<file path="src/rtl/instr_fetch.sv">
// Instruction fetch unit: issues single-word reads at PC, captures the returned
// instruction, pulses iready per completed fetch, and latches misalign/timeout errors.
`timescale 1ns/1ps
module instr_fetch #(
    parameter int unsigned       ADDR_W  = 32,
    parameter int unsigned       DATA_W  = 32,
    parameter int unsigned       TIMEOUT = 16,
    parameter logic [DATA_W-1:0] NOP     = DATA_W'(32'h0000_0013)
) (
    input  logic              clk,
    input  logic              nRST,
    input  logic [ADDR_W-1:0] PC,
    input  logic              stall,
    input  logic              mem_ack,
    input  logic [DATA_W-1:0] mem_rdata,
    output logic              fetch_req,
    output logic [ADDR_W-1:0] fetch_addr,
    output logic [DATA_W-1:0] instr,
    output logic              iready,
    output logic              fetch_err,
    output logic [1:0]        err_code
);

    localparam int unsigned      CNT_W       = 8;
    localparam logic [CNT_W-1:0] CNT_LAST    = CNT_W'(TIMEOUT - 1);
    localparam logic [CNT_W-1:0] CNT_MAX     = '1;
    localparam logic [1:0]       ERR_NONE    = 2'b00;
    localparam logic [1:0]       ERR_ALIGN   = 2'b01;
    localparam logic [1:0]       ERR_TIMEOUT = 2'b10;

    typedef enum logic [1:0] {
        IDLE = 2'd0,
        REQ  = 2'd1,
        DONE = 2'd2,
        ERR  = 2'd3
    } state_t;

    state_t           state;
    logic [CNT_W-1:0] wait_cnt;

    // Fetch sequencer; ERR is terminal until reset, and stray acks are ignored outside REQ.
    always_ff @(posedge clk or negedge nRST) begin
        if (!nRST) begin
            state      <= IDLE;
            fetch_req  <= 1'b0;
            fetch_addr <= '0;
            instr      <= NOP;
            iready     <= 1'b0;
            fetch_err  <= 1'b0;
            err_code   <= ERR_NONE;
            wait_cnt   <= '0;
        end else begin
            case (state)
                IDLE: begin
                    if (!stall) begin
                        if (PC[1:0] != 2'b00) begin
                            fetch_err <= 1'b1;
                            err_code  <= ERR_ALIGN;
                            instr     <= NOP;
                            state     <= ERR;
                        end else begin
                            fetch_addr <= PC;
                            fetch_req  <= 1'b1;
                            wait_cnt   <= '0;
                            state      <= REQ;
                        end
                    end
                end
                REQ: begin
                    if (mem_ack) begin
                        instr     <= mem_rdata;
                        fetch_req <= 1'b0;
                        wait_cnt  <= '0;
                        iready    <= 1'b1;
                        state     <= DONE;
                    end else begin
                        // Counter saturates; the TIMEOUT-th unacked REQ cycle ends the fetch.
                        if (wait_cnt != CNT_MAX) begin
                            wait_cnt <= wait_cnt + CNT_W'(1);
                        end
                        if (wait_cnt == CNT_LAST) begin
                            fetch_req <= 1'b0;
                            fetch_err <= 1'b1;
                            err_code  <= ERR_TIMEOUT;
                            instr     <= NOP;
                            state     <= ERR;
                        end
                    end
                end
                DONE: begin
                    iready <= 1'b0;
                    state  <= IDLE;
                end
                ERR: begin
                    fetch_req <= 1'b0;
                    iready    <= 1'b0;
                end
                default: begin
                    state <= IDLE;
                end
            endcase
        end
    end

endmodule

</file>
<file path="config.mk">
export PLATFORM = sky130hd
export DESIGN_NAME = instr_fetch
export DESIGN_NICKNAME = d
export VERILOG_FILES = /design/src/rtl/instr_fetch.sv
export SDC_FILE = /design/constraint.sdc
export NUM_CORES = 1
export LEC_CHECK = 0
export CAP_MARGIN = 20
export CELL_PAD_IN_SITES_DETAIL_PLACEMENT = 1
export CELL_PAD_IN_SITES_GLOBAL_PLACEMENT = 1
export CORE_MARGIN = 10
export CORE_UTILIZATION = 34
export CTS_CLUSTER_DIAMETER = 80
export DETAILED_ROUTE_END_ITERATION = 7
export GPL_TIMING_DRIVEN = 0
export HOLD_SLACK_MARGIN = 0.06
export PLACE_DENSITY = 0.82
export SLEW_MARGIN = 20
export SYNTH_ARGS = -nofsm -noshare
export SYNTH_HDL_FRONTEND = slang
export SYNTH_SLANG_ARGS = --single-unit
export TNS_END_PERCENT = 100
</file>
<file path="constraint.sdc">
create_clock -name clk -period 2.7 [get_ports clk]
set_input_delay 0.81 -clock clk [delete_from_list [all_inputs] [get_ports clk]]
set_output_delay 0.81 -clock clk [all_outputs]
set_load 0.05 [all_outputs]
</file>
==> results.toml <==
[grt]
overflow = 0
grt_max_degree = 43
first_global_vias = 3043
grt_pass1_wl_mm = 15.77
antenna_found_initial = 0
grt_usage_pct = 13.42

[die]
core_area_mm2 = 0.009864
dieArea_mm2 = 0.01468
std_cell_rows = 36
die_w_um = 121.2
die_y_um = 121.2
io_pins = 137
initial_core_util_pct = 35.29

[power_and_ir_drop]
power_density_mw_per_mm2 = 1286
leakagePower_nw = 2.419
ir_drop_uv = 704.2
total_power_mw = 6.688

[detailed_routing]
num_vias = 2688
routed_wl_mm = 9.929
initialDrtViolationCount = 82
remaining_drc_errors = 0
avgRoutedWirePerCell_um = 17.95
viasPerCell = 4.861
ant_nets = 0
dr.pass1.iters = 5

[setup_path]
crit_start = "instr[0]"
path_delay_family = "buffers and inverters"
required_ns = 1.89
slowest_delay_ns = 0.81
arrival_ns = 1.70
cp_cell_sequence = "clkdlybuf4s50_1"
critical_path_class = "flop to output pin"
worst-path-buf-inv = 1
r2r-start = "state[0]"
timing.critical_path.fanout_max = 2
start_kind = "flop"
crit_path_end_kind = "output pin"
cp_slowest_cell = "clkdlybuf4s50_1"

[logic_synthesis]
yosysTopAreaCell = "dfrtp_1"
ys_ff_latch = 79
synth_flop_cell = "dfrtp_1"
synth_area_mm2 = 0.003481
async_flop_share_pct = 100.0
syn_nets = 340
syn_area_per_cell_um2 = 13.04
synthDistinctLibCells = 41
yosysSeqAreaShare_pct = 56.90
synth_cells = 267
synth_edf_count = 0
ys_warn_count = 0
synth.area.top_cells = "dfrtp_1, mux2_1, mux2_2"
synth_top_area_share_pct = 54.64

[sta]
clock_skew_ns = 0.01003
fin_crit_sh_pct = 93.03
finalSetupTns_ns = 0
finalHoldViolations = 0
slew_headroom_pct = 59.58
maxSlewViolCount = 0
fmax_ghz = 0.3981
rsz0062_at_grt = "no"
finalWorstSetupSlack_ns = 0.1881
tightest_slew_ns = 0.6038
period_minus_slack_ns = 2.512
finalSetupViolations = 0
whs_ns = 0.4176

[placed_design]
place_hpwl_mm = 7.677
dp_slack_ns = -0.08654
post-place-cells = 537
dpl_cell_area_mm2 = 0.005026
gp_congestion = 0.7903
io_buffers = 136

[clock_network]
cts.sinks = 79
cts_buffers = 9
cts_tree = "done"
htree_num_levels = 3
worstSkewPairLatency_ns = 0.35
cts_buffer_depth = 2
post-cts-setup-buffers = 0
cts_resized = 0
clk_pin_slew_ns = 0.09
cts-root-buf = "clkbuf_8"
hold_buffers = 0

[cells_and_area]
final_net_count = 488
area_delta_synth_final_pct = 49.39
nFillCells = 1021
layout_common_cells = "clkdlybuf4s50_1, dfrtp_1, mux2_1"
final_common_cell = "clkdlybuf4s50_1"
fin_util_pct = 52.71
final_area_mm2 = 0.005200
n_antenna_cell = 0
instances_no_fill = 553
drive_above_1_share_pct = 12.62

[hold_path]
hold_class = "input pin to async pin"

[run]
drv_cap = 0

[status]
status = "finished clean"
==> cells in the mapped netlist, drive strengths merged, types with 2 or more instances <==
master	count
nor2b	4
a21o	2
inv	9
mux2i	4
a31oi	2
clkbuf	7
or2	3
dfrtp	76
nand2	5
nor2	9
ha	5
mux2	62
a21oi	7
o22a	2
nor3	2
and3	31
dfstp	3
nand3	5
buf	7
o21ai	7
==> cell type report <==
class,count,area [um2],area share (%)
buffer,14,80.08,1.540
clock buffer,10,127.6,2.454
clock inverter,6,46.29,0.8903
inverter,9,33.78,0.6497
multi-input combinational,165,1386,26.66
sequential,79,1981,38.09
tap,133,166.4,3.200
timing repair buffer,137,1379,26.52
==> power breakdown <==
part           internal [mW]  switching (mW)
clock network          0.339           0.456
registers               1.69           0.252
logic                   1.43            2.52
total                   3.46            3.23
==> per-layer routing <==
metal | global-route usage (%) | routed length [um] | up-vias
met5 | 0 | 0 | -
met4 | 4.545 | 131 | 0
met3 | 6.654 | 1082 | 12
met2 | 22.96 | 4821 | 94
met1 | 14.05 | 3895 | 1329
li1 | - | - | 1253
==> logic make-up (layout without fill, tap and decap cells) <==
group,count (synthesis),in the layout,synth area share [%]
and+or+nand+nor,64,64,10.78
adders and majority gates,5,5,1.797
AOI/OAI and AO/OA,30,30,6.039
DFF,79,79,56.90
muxes,66,66,21.21
buffers and inverters,23,176,3.271
==> worst paths after layout <==
kind | to | slack (ns) | depth (start not counted)
max | instr[0] | 0.19 | 1
min | instr[20] | 0.42 | 1
max reg2reg | wait_cnt[0] | 0.39 | 6
min reg2reg | fetch_err | 0.47 | 1
max in group asynchronous | fetch_addr[20] | 1.68 | 2
min in group clk | fetch_err | 0.47 | 1
==> registers in the layout (all words and copies together) (netlist names) <==
name	flops
iready	1
state	2
instr	32
wait_cnt	8
fetch_err	1
fetch_req	1
fetch_addr	32
err_code	2
Note: power is estimated with default switching activity, not from simulation.
